<file path="src/rtl/loader_pkg.sv">
// -----------------------------------------------------------------------------
// loader_pkg
// Shared definitions for the program loader: the loader FSM state encoding,
// the default response bytes sent to the host, and the word width in bytes.
// -----------------------------------------------------------------------------
package loader_pkg;

   typedef enum logic [2:0] {
      ST_HDR,
      ST_DATA,
      ST_RESP,
      ST_DONE,
      ST_ERR
   } state_e;

   localparam logic [7:0] DEF_ACK_BYTE = 8'hAA;
   localparam logic [7:0] DEF_ERR_BYTE = 8'hEE;
   localparam int         WORD_BYTES   = 4;

endpackage

</file>
<file path="src/rtl/byte_packer.sv">
// -----------------------------------------------------------------------------
// byte_packer
// Assembles a 32-bit little-endian word from a byte stream. Each accepted byte
// shifts in from the top, so after four bytes the register holds
// {b3,b2,b1,b0}. The byte index wraps 3 -> 0.
//
// Ports:
//   clk          in   clock
//   rst          in   asynchronous active-high reset
//   en_i         in   accept byte_i this cycle
//   byte_i       in   incoming byte
//   word_o       out  assembled word, meaningful while word_valid_o is high
//   word_valid_o out  high in the cycle the 4th byte of a word is accepted
//   idx_o        out  number of bytes of the current word already accepted
// -----------------------------------------------------------------------------
module byte_packer
   import loader_pkg::*;
(
   input  logic        clk,
   input  logic        rst,
   input  logic        en_i,
   input  logic [7:0]  byte_i,
   output logic [31:0] word_o,
   output logic        word_valid_o,
   output logic [1:0]  idx_o
);

   localparam logic [1:0] LAST_IDX = 2'(WORD_BYTES - 1);

   logic [31:0] shift_q, shift_d;
   logic [1:0]  idx_q, idx_d;

   always_comb begin
      shift_d = shift_q;
      idx_d   = idx_q;
      if (en_i) begin
         shift_d = {byte_i, shift_q[31:8]};
         idx_d   = idx_q + 2'd1;
      end
   end

   always_ff @(posedge clk or posedge rst) begin
      if (rst) begin
         shift_q <= '0;
         idx_q   <= '0;
      end else begin
         shift_q <= shift_d;
         idx_q   <= idx_d;
      end
   end

   // The completed word is presented combinationally alongside the strobe so
   // the consumer can register it in the same cycle the last byte arrives.
   assign word_o       = {byte_i, shift_q[31:8]};
   assign word_valid_o = en_i && (idx_q == LAST_IDX);
   assign idx_o        = idx_q;

endmodule

</file>
<file path="src/rtl/program_loader.sv">
// -----------------------------------------------------------------------------
// program_loader
// Receives a program image over a UART byte stream (4-byte LE word count N,
// then N LE words) and writes each word into instruction memory. Word k is
// written at byte address 4*(k+1). On completion an acknowledge byte (or an
// error byte for an oversized header) is offered to the UART transmitter, and
// the loader parks in DONE or ERR until reset.
//
// Ports:
//   clk        in   clock
//   rst        in   asynchronous active-high reset
//   rx_data    in   received byte
//   rx_valid   in   one-cycle strobe qualifying rx_data
//   pro_data   out  word to write
//   pro_addr   out  byte address of the write
//   memwrite   out  one-cycle write strobe
//   tx_data    out  response byte
//   tx_valid   out  response valid, held until tx_ready
//   tx_ready   in   transmitter accepts tx_data
//   busy       out  load in progress
//   load_done  out  sticky: load finished successfully
//   load_err   out  sticky: header rejected
// -----------------------------------------------------------------------------
module program_loader
   import loader_pkg::*;
#(
   parameter int         MAX_WORDS = 64,
   parameter logic [7:0] ACK_BYTE  = DEF_ACK_BYTE,
   parameter logic [7:0] ERR_BYTE  = DEF_ERR_BYTE
) (
   input  logic        clk,
   input  logic        rst,
   input  logic [7:0]  rx_data,
   input  logic        rx_valid,
   output logic [31:0] pro_data,
   output logic [31:0] pro_addr,
   output logic        memwrite,
   output logic [7:0]  tx_data,
   output logic        tx_valid,
   input  logic        tx_ready,
   output logic        busy,
   output logic        load_done,
   output logic        load_err
);

   localparam int KW = $clog2(MAX_WORDS + 1);

   state_e         state_q, state_d;
   logic [31:0]    n_q, n_d;
   logic [KW-1:0]  k_q, k_d;
   logic [KW-1:0]  k_inc;
   logic [31:0]    pro_data_q, pro_data_d;
   logic [31:0]    pro_addr_q, pro_addr_d;
   logic           memwrite_q, memwrite_d;
   logic [7:0]     tx_data_q, tx_data_d;
   logic           err_q, err_d;

   logic           packer_en;
   logic [31:0]    packed_word;
   logic           word_valid;
   logic [1:0]     byte_idx;

   // Bytes arriving while responding or parked are dropped, never assembled.
   assign packer_en = rx_valid && ((state_q == ST_HDR) || (state_q == ST_DATA));

   byte_packer u_packer (
      .clk          (clk),
      .rst          (rst),
      .en_i         (packer_en),
      .byte_i       (rx_data),
      .word_o       (packed_word),
      .word_valid_o (word_valid),
      .idx_o        (byte_idx)
   );

   assign k_inc = k_q + KW'(1);

   always_comb begin
      state_d    = state_q;
      n_d        = n_q;
      k_d        = k_q;
      pro_data_d = pro_data_q;
      pro_addr_d = pro_addr_q;
      memwrite_d = 1'b0;
      tx_data_d  = tx_data_q;
      err_d      = err_q;

      case (state_q)
         ST_HDR: begin
            if (word_valid) begin
               n_d = packed_word;
               k_d = '0;
               if (packed_word == 32'd0) begin
                  tx_data_d = ACK_BYTE;
                  state_d   = ST_RESP;
               end else if (packed_word > 32'(MAX_WORDS)) begin
                  tx_data_d = ERR_BYTE;
                  err_d     = 1'b1;
                  state_d   = ST_RESP;
               end else begin
                  state_d = ST_DATA;
               end
            end
         end
         ST_DATA: begin
            if (word_valid) begin
               pro_data_d = packed_word;
               // Memory stores at index pro_addr[7:2]-1, hence the +1 offset.
               pro_addr_d = 32'({k_inc, 2'b00});
               memwrite_d = 1'b1;
               k_d        = k_inc;
               if (32'(k_inc) == n_q) begin
                  tx_data_d = ACK_BYTE;
                  state_d   = ST_RESP;
               end
            end
         end
         ST_RESP: begin
            if (tx_ready) begin
               state_d = err_q ? ST_ERR : ST_DONE;
            end
         end
         default: ;
      endcase
   end

   always_ff @(posedge clk or posedge rst) begin
      if (rst) begin
         state_q    <= ST_HDR;
         n_q        <= '0;
         k_q        <= '0;
         pro_data_q <= '0;
         pro_addr_q <= '0;
         memwrite_q <= 1'b0;
         tx_data_q  <= '0;
         err_q      <= 1'b0;
      end else begin
         state_q    <= state_d;
         n_q        <= n_d;
         k_q        <= k_d;
         pro_data_q <= pro_data_d;
         pro_addr_q <= pro_addr_d;
         memwrite_q <= memwrite_d;
         tx_data_q  <= tx_data_d;
         err_q      <= err_d;
      end
   end

   assign pro_data  = pro_data_q;
   assign pro_addr  = pro_addr_q;
   assign memwrite  = memwrite_q;
   assign tx_data   = tx_data_q;
   assign tx_valid  = (state_q == ST_RESP);
   assign load_done = (state_q == ST_DONE);
   assign load_err  = (state_q == ST_ERR);
   // In HDR the loader counts as busy once part of the header has arrived.
   assign busy      = (state_q == ST_DATA) || (state_q == ST_RESP) ||
                      ((state_q == ST_HDR) && (byte_idx != 2'd0));

endmodule

</file>
<file path="config.mk">
export PLATFORM = sky130hd
export DESIGN_NAME = program_loader
export DESIGN_NICKNAME = d
export VERILOG_FILES = /design/src/rtl/loader_pkg.sv /design/src/rtl/byte_packer.sv /design/src/rtl/program_loader.sv
export SDC_FILE = /design/constraint.sdc
export NUM_CORES = 1
export LEC_CHECK = 0
export CELL_PAD_IN_SITES_DETAIL_PLACEMENT = 0
export CELL_PAD_IN_SITES_GLOBAL_PLACEMENT = 1
export CORE_UTILIZATION = 38
export CTS_CLUSTER_DIAMETER = 50
export CTS_CLUSTER_SIZE = 8
export DETAILED_ROUTE_END_ITERATION = 10
export GPL_ROUTABILITY_DRIVEN = 1
export GPL_TIMING_DRIVEN = 0
export PLACE_DENSITY_LB_ADDON = 0.3
export SKIP_LAST_GASP = 1
export SLEW_MARGIN = 20
export SYNTH_ARGS = -nofsm -noshare
export SYNTH_HDL_FRONTEND = slang
export SYNTH_SLANG_ARGS = --single-unit
</file>
<file path="constraint.sdc">
create_clock -name clk -period 3.6 [get_ports clk]
set_clock_uncertainty 0.1 [all_clocks]
set_input_delay 0.72 -clock clk [delete_from_list [all_inputs] [get_ports clk]]
set_output_delay 0.72 -clock clk [all_outputs]
set_load 0.1 [all_outputs]
</file>
# Word-level counts from Yosys, hierarchy flattened
# Index checks and enable logic that the tools add are counted.
# totals
regBits	125
inputBits	12
output_inout_bits	77
elab_cells	61
# classes
addsub	2
n_lt_le_gt_ge	1
n_eq_ne	11
n_mux	19
bitwise	1
reduce_logical	17
# ops
operator	count
two-way mux 8 bit	5
equality test 7 x 32 -> 1 bit	1
greater-than comparator 32 x 7 -> 1 bit (second input constant)	1
logical NOT 32 bit	1
case mux 8 bit (2 select lines)	1
two-way mux 3 bit	5
two-way mux 7 bit	2
case mux 7 bit (2 select lines)	1
AND reduction 5 bit	2
case mux 3 bit (3 select lines)	1
inequality test 2 x 1 -> 1 bit (second input constant)	4
adder 7 x 1 -> 7 bit (second input constant)	1
equality test 3 x 2 -> 1 bit (second input constant)	2
two-way mux 2 bit	2
AND reduction 2 bit	2
AND reduction 4 bit	1
nonzero test 2 bit	2
equality test 3 x 1 -> 1 bit (second input constant)	1
equality test 3 bit (second input constant)	1
logical AND 1 bit	3
logical NOT 3 bit	1
logical OR 1 bit	3
inequality test 3 x 1 -> 1 bit (second input constant)	1
AND reduction 3 bit	1
5 further kinds	6

# Logic depth before layout (Yosys ltp)
# Gate-level depths: netlist (run 1).
# depth
depth_word	6
mapped_depth	8
ltp_nobuf	7

# By module
# Synthesis (run 1) repeated with hierarchy kept, for this count alone.
# hier_totals
hier_cells	490
hier_area_um2	5276.3
# modules_own_cells
module	n_inst	cells_per_inst	area_each_um2	seq_area_each_um2
program_loader	1	424	4134.0	2127.0
byte_packer	1	66	1142.3	650.6

# Worst setup path before layout (run 1)
# OpenSTA, ideal clock, no wires.
# synth_timing
path_kind	reg2out
from	register u_packer.idx_q[0], in the netlist u_packer.idx_o[0]
to	output port busy
arrival_time_ns	2.918
t_required_ns	2.780
slack_ns	-0.138
path_stages_with_launch	5
n_path_buf	0
path_cell_list	dfrtp_1 -> inv_1 -> ha_1 -> nor3b_1 -> a211oi_1
# synth_between
elab_chain_cells	3
# synth_rtl
item	line_no	source
start, declared	byte_packer.sv:31	logic [1:0] idx_q, idx_d;
start signal, assigned	byte_packer.sv:48	idx_q <= idx_d;
nonzero test 2 bit	program_loader.sv:158	((state_q == ST_HDR) && (byte_idx != 2'd0));
logical AND 1 bit	program_loader.sv:158	
logical OR 1 bit	program_loader.sv:157	assign busy = (state_q == ST_DATA) || (state_q == ST_RESP) ||
end, declared	program_loader.sv:41	output logic busy,
# No other way between the ends.

# Worst setup path after layout (run 1)
# layout_timing
from	register state_q[0]
to	output port busy
# layout_between
elab_chain_cells	3
elab_cells_between_ends	6
classes_between	eq/ne (2); reduce/logical (4)
# layout_rtl
item	line_no	source
start, declared	program_loader.sv:48	state_e state_q, state_d;
start signal, assigned	program_loader.sv:138	state_q <= state_d;
equality test 3 x 1 -> 1 bit, or another cell as far along	program_loader.sv:157	
logical OR 1 bit or logical AND 1 bit (tied branches)	program_loader.sv:157, program_loader.sv:158	
logical OR 1 bit (*)	program_loader.sv:157	
# Every way passes the cells marked *; elsewhere a longest branch is shown, timed or not.

==> flow_summary.json, run 1 <==
{
  "relSlewSlack_pct": 34.3,
  "setup_viol": 0,
  "cts_buffers": 9,
  "netlist_area_sq_um": 4890,
  "path_clk_slew_ns": 0.07,
  "min_path_type": "register to register",
  "detail_route.wl_per_cell_um": 15.2,
  "synth_cell_types": 43,
  "synth_edf_count": 0,
  "clockBufferDepth": 2,
  "leakagePower_nw": 3.06,
  "finalHoldViolations": 0,
  "fmax_ghz": 0.289,
  "num_rows": 41,
  "synthAdderAreaFrac_pct": 0.768,
  "ys_seq_area_share_pct": 56.8,
  "arrival_ns": 2.64,
  "period_needed_ns": 3.46,
  "ys.flop_type": "dfrtp_1",
  "htree_levels": 3,
  "place.gp.congestion": 0.769,
  "syn2layout_area_growth_pct": 27.6,
  "r2r_setup_slack_ns": 0.87,
  "grt_start_max_net_pins": 34,
  "grt_pass1_vias": 3094,
  "synth.avg_cell_area_sq_um": 12.9,
  "critPathRequiredTime_ns": 2.78,
  "cts_tree": "done",
  "grt_pass1_wl_um": 16500,
  "postSynth.asyncResetShare_pct": 100,
  "synthXorXnorAreaFrac_pct": 2.10,
  "muxShareOfSynthArea_pct": 20.7,
  "ys_seq_elements": 111,
  "ir_drop_mv": 0.255,
  "dp_hpwl_um": 7360,
  "synth_top_family_by_area": "multiplexers",
  "dieArea_sq_um": 13300,
  "port_buffers": 61,
  "critPathLaunchType": "register",
  "grt_use_total_pct": 16.5,
  "vias_per_cell": 4.80,
  "die_w_um": 115,
  "drt_wl_total_um": 10000,
  "ant_nets": 0,
  "post_cts_buffers": 0,
  "fill_cells": 1149,
  "firstDrtPassIters": 4,
  "diodes": 0,
  "cap_violations": 0,
  "synthCells": 379,
  "critPathKind": "register to primary output",
  "clock_latency_ns": 0.35,
  "utilization_pct": 49.7,
  "antenna_found_initial": 0,
  "synth_compound_area_share_pct": 5.12,
  "status": "finished clean",
  "vias": 3159,
  "cts_sinks": 111,
  "gr-total-overflow": 0,
  "core_area_sq_um": 12600,
  "fin_nets": 496,
  "synth_simple_gate_area_share_pct": 7.52,
  "final.period_utilization_pct": 96.2,
  "layout-drive-gt1-share_pct": 31.7,
  "drt_iter0_markers": 81,
  "synth_warnings": 0,
  "power_density_nw_per_um2": 404,
  "rsz0062_at_grt": "no",
  "start_util_pct": 38.9,
  "tns_ns": 0,
  "ios": 89,
  "finalMaxSlewViolations": 0,
  "fp.dieH_um": 115,
  "drc": 0,
  "worst_pin_slew_ns": 0.983,
  "root_buffer": "clkbuf_16",
  "end_kind": "primary output",
  "cp_max_fo": 10
}
-- metal layers --
layer | wire length, um | track usage [%]
met5 | 0 | 0
met4 | 135 | 5.45
met3 | 405 | 3.92
met2 | 4800 | 25.9
met1 | 4680 | 22.6
-- sequential cells by signal, indices dropped and copies added, names as in the netlist --
name	flops
err_q	1
k_q	7
memwrite	1
n_q	32
pro_addr	7
pro_data	32
state_q	3
tx_data	2
u_packer.idx_o	2
u_packer.shift_q	24
-- synth_stat cells, types with 2 or more instances --
library cell	instances	area, sq um
a21o_1	2	15.0
a21oi_1	3	15.0
a22o_1	5	43.8
a31oi_1	2	12.5
and2_1	2	12.5
and3_1	3	18.8
buf_2	7	35.0
buf_4	31	233
clkbuf_1	9	33.8
dfrtp_1	111	2780
ha_1	3	37.5
inv_1	8	30.0
mux2_2	90	1010
nand2_1	16	60.1
nand2b_1	2	12.5
nand3_1	6	30.0
nor2_1	13	48.8
nor3_1	6	30.0
nor4_1	11	68.8
o211ai_1	2	15.0
o21ai_0	17	85.1
or4_1	2	15.0
xnor2_1	5	43.8
xor2_1	4	35.0
-- placed cells by master (no fill, tap or decap), types with 2 or more instances in the layout --
master           instances
and2_1                   2
and3_1                   3
or4_1                    2
mux2_2                  90
xor2_1                   4
nor4_1                  11
bufinv_16                2
nand2_1                 16
inv_1                    7
xnor2_1                  5
a21o_1                   2
inv_6                    2
clkbuf_16                9
clkbuf_1                10
o21ai_0                 17
a31oi_1                  2
o211ai_1                 2
nand3_1                  6
ha_1                     3
buf_2                    7
a22o_1                   5
clkdlybuf4s50_1         60
buf_12                   2
nand2b_1                 2
nor3_1                   5
a211oi_2                 2
buf_4                   31
a21oi_1                  3
buf_16                   2
conb_1                  27
dfrtp_1                111
nor2_1                  13
-- area by class of cell --
type,instances,area (sq um),share of cell area (%)
flip-flops and latches,111,2780,44.5
multi-input cells,238,1880,30.2
repair buffers,65,704,11.3
plain buffers,48,307,4.91
clock buffers,10,229,3.67
well taps,172,215,3.45
clock inverters,6,91.3,1.46
inverters,8,33.8,0.541
-- path summary, 6_finish.rpt --
check,depth (start not counted),endpoint,startpoint
setup / recovery,4,busy,state_q[0]
hold / removal,1,err_q,err_q
setup reg to reg,7,state_q[1],k_q[0]
hold reg to reg,1,err_q,err_q
max in group asynchronous,5,u_packer.shift_q[23],rst
min in group asynchronous,2,pro_addr[3],rst
-- worst max-delay path, cell delays in order, from the launching register on --
cell,delay [ns]
dfrtp_1,0.36
clkbuf_1,0.20
clkbuf_1,0.31
a211oi_2,0.25
clkdlybuf4s50_1,1.16
-- per-stage QoR --
stage	area, sq um	power, mW	instances	worst slack, ns	hold WS (ns)
after floorplan	5000	1.44	405	0.754	0.335
after CTS	6240	2.55	658	0.125	0.382
after global placement	5830	1.46	638	0.333	0.359
after detailed placement	5920	1.47	642	0.312	0.362
after global routing	6240	2.61	658	0.00588	0.414
final	6240	2.52	658	0.136	0.376
-- power by group --
group	internal [mW]	total, mW	switching [mW]
Combinational	0.0424	0.203	0.160
Clock	0.615	1.07	0.457
Sequential	1.25	1.25	0
-- cells by family (layout without fill, tap and decap cells) --
| kind of cell | after synthesis | after routing |
|---|---|---|
| xor+xnor | 10 | 10 |
| fa+ha+maj | 3 | 3 |
| other cells | 1 | 27 |
| compound gates | 38 | 38 |
| simple gates | 70 | 70 |
| buf+inv | 56 | 137 |
| flops | 111 | 111 |
| mux | 90 | 90 |
-- timing repair --
item | CTS | global route
gates resized for setup | 1 | 0
endpoints found under the setup margin | 1 | 0
hold buffers | 0 | 0
(Power assumes the default switching activity.)
==> inputs of run 2 (changes only) <==
CORE_UTILIZATION = 42   (was 38)
clock period = 3.64 ns   (was 3.6 ns; I/O delays follow)
==> run 2 against run 1 <==
  * Clock power is 13% lower
  * First-iteration DRC count is 7.4% higher
  * Cell area is 1.7% lower
  * Highest routed layer unchanged
  * Combinational power is 3% lower
  * Critical endpoint is now load_err
  * Critical path depth stayed put
  * Critical path type unchanged
  * Final cell count is 4.7% lower
  * Via count is 2.7% lower
  * Sequential power hardly changed
  * Total power is 6.2% lower
==> flow_summary.json, run 2 (synthesis results as in run 1) <==
{
  "hold_path_depth": 2,
  "final_area_sq_um": 6130,
  "r2r_setup_slack_ns": 0.91,
  "rsz0062_at_grt": "no",
  "critPathKind": "register to primary output",
  "firstDrtPassIters": 4,
  "drt_wl_total_um": 9730,
  "core_area_sq_um": 11400,
  "vias": 3074,
  "fp.dieH_um": 110,
  "period_needed_ns": 3.45,
  "holdPathEnd": "pro_addr[2]",
  "use_met2_pct": 29.9,
  "die_w_um": 110,
  "place_worst_setup_slack_ns": 0.381,
  "cts_sinks": 111,
  "hp-start": "pro_addr[2]",
  "cap_violations": 0,
  "ant_nets": 0,
  "final_cell_mix": "dfrtp_1, mux2_2, clkdlybuf4s50_1, buf_4, conb_1",
  "critPathLaunchType": "register",
  "drc": 0,
  "syn2layout_area_growth_pct": 25.4,
  "grt_pass1_wl_um": 16200,
  "path_clk_slew_ns": 0.07,
  "arrival_ns": 2.62,
  "ios": 89,
  "placed_cell_area_sq_um": 5850,
  "status": "finished clean",
  "num_rows": 39,
  "port_buffers": 61,
  "clock_latency_ns": 0.35,
  "final.period_utilization_pct": 94.7,
  "relSlewSlack_pct": 34.6,
  "dp_hpwl_um": 7190,
  "end_kind": "primary output",
  "grt_start_max_net_pins": 33,
  "r2r-start": "k_q[0]",
  "finalMaxSlewViolations": 0,
  "clockBufferDepth": 2,
  "timing.hold.ws_ns": 0.384,
  "min_path_type": "register to register",
  "worst_pin_slew_ns": 0.979,
  "place.gp.congestion": 0.751,
  "finalHoldViolations": 0,
  "root_buffer": "clkbuf_16",
  "post_cts_buffers": 0,
  "grt_pass1_vias": 3087,
  "grt_busiest_layer": "met2",
  "antenna_found_initial": 0,
  "fin_nets": 495,
  "fmax_ghz": 0.290,
  "power_density_nw_per_um2": 385,
  "ir_drop_mv": 0.263,
  "cts_tree": "done",
  "cts_buffers": 9,
  "grt_use_total_pct": 18.0,
  "cts_resized": 0,
  "gr-total-overflow": 0,
  "use_met1_pct": 23.5,
  "diodes": 0,
  "cts-hold-fix-buffers": 0,
  "grt_util_met3_pct": 4.27,
  "drt_iter0_markers": 87,
  "dieArea_sq_um": 12100,
  "htree_levels": 3,
  "final_common_cell": "dfrtp_1",
  "vias_per_cell": 4.90,
  "start_util_pct": 43.0,
  "regToRegEndpoint": "state_q[1]",
  "rr_worst_depth": 7,
  "setup_viol": 0,
  "layout-drive-gt1-share_pct": 31.4,
  "detail_route.wl_per_cell_um": 15.5,
  "critPathRequiredTime_ns": 2.81,
  "fin_ws_ns": 0.195,
  "cp_max_fo": 10,
  "leakagePower_nw": 3.04
}
## run 2: cell count changes in the layout (fill, tap and decap cells not counted), sizes merged
cell	delta
clkinvlp	+1
bufinv	-2
dlygate4sd2	-1
clkbuf	-1
inv	+1
buf	-1
dlymetal6s2s	+1
## run 2: metal layers
layer  wire length [um]  vias to the layer above
li1                   -                     1488
met1               4410                     1519
met2               4840                       59
met3                367                        8
met4                111                        0
met5                  0                        -
## run 2: worst max-delay path by stage
stage | start | end | slack, ns | depth (start not counted)
4_1_cts | state_q[0] | load_done | 0.005 | 4
5_1_grt | state_q[0] | load_err | 0.05 | 4
3_5_place_dp | rx_valid | n_q[22] | 0.38 | 5
3_3_place_gp | rx_valid | n_q[19] | 0.38 | 5
2_1_floorplan | state_q[0] | load_err | -0.005 | 3
6_report | state_q[0] | load_err | 0.19 | 4
## run 2: worst max-delay path, cell delays in order (launching register included)
cell             delay (ns)
dfrtp_1                0.36
clkbuf_1               0.20
clkbuf_1               0.30
nor3_1                 0.25
clkdlybuf4s50_1        1.16
## run 2: power by group
part / switching, mW / internal (mW)
combinational: 0.157 / 0.0389
sequential: 0 / 1.23
clock: 0.463 / 0.473
total: 0.620 / 1.74
## run 2: cell type report
class / instances / area (sq um)
Sequential cell: 111 / 2780
Inverter: 8 / 33.8
Tap cell: 143 / 179
Multi-Input combinational cell: 238 / 1880
Timing Repair Buffer: 64 / 681
Clock buffer: 9 / 225
Fill cell: 1003 / 5240
Clock inverter: 6 / 52.6
Buffer: 48 / 307
## run 2: per-stage QoR
step                      TNS (ns)  total power, mW  std cells  utilization (%)
after floorplan           -0.00497             1.42        405                -
after global placement           0             1.44        609             50.9
after detailed placement         0             1.45        612             51.5
after CTS                        0             2.40        627             53.9
after global routing             0             2.45        627             53.9
final                            0             2.36        627             53.9
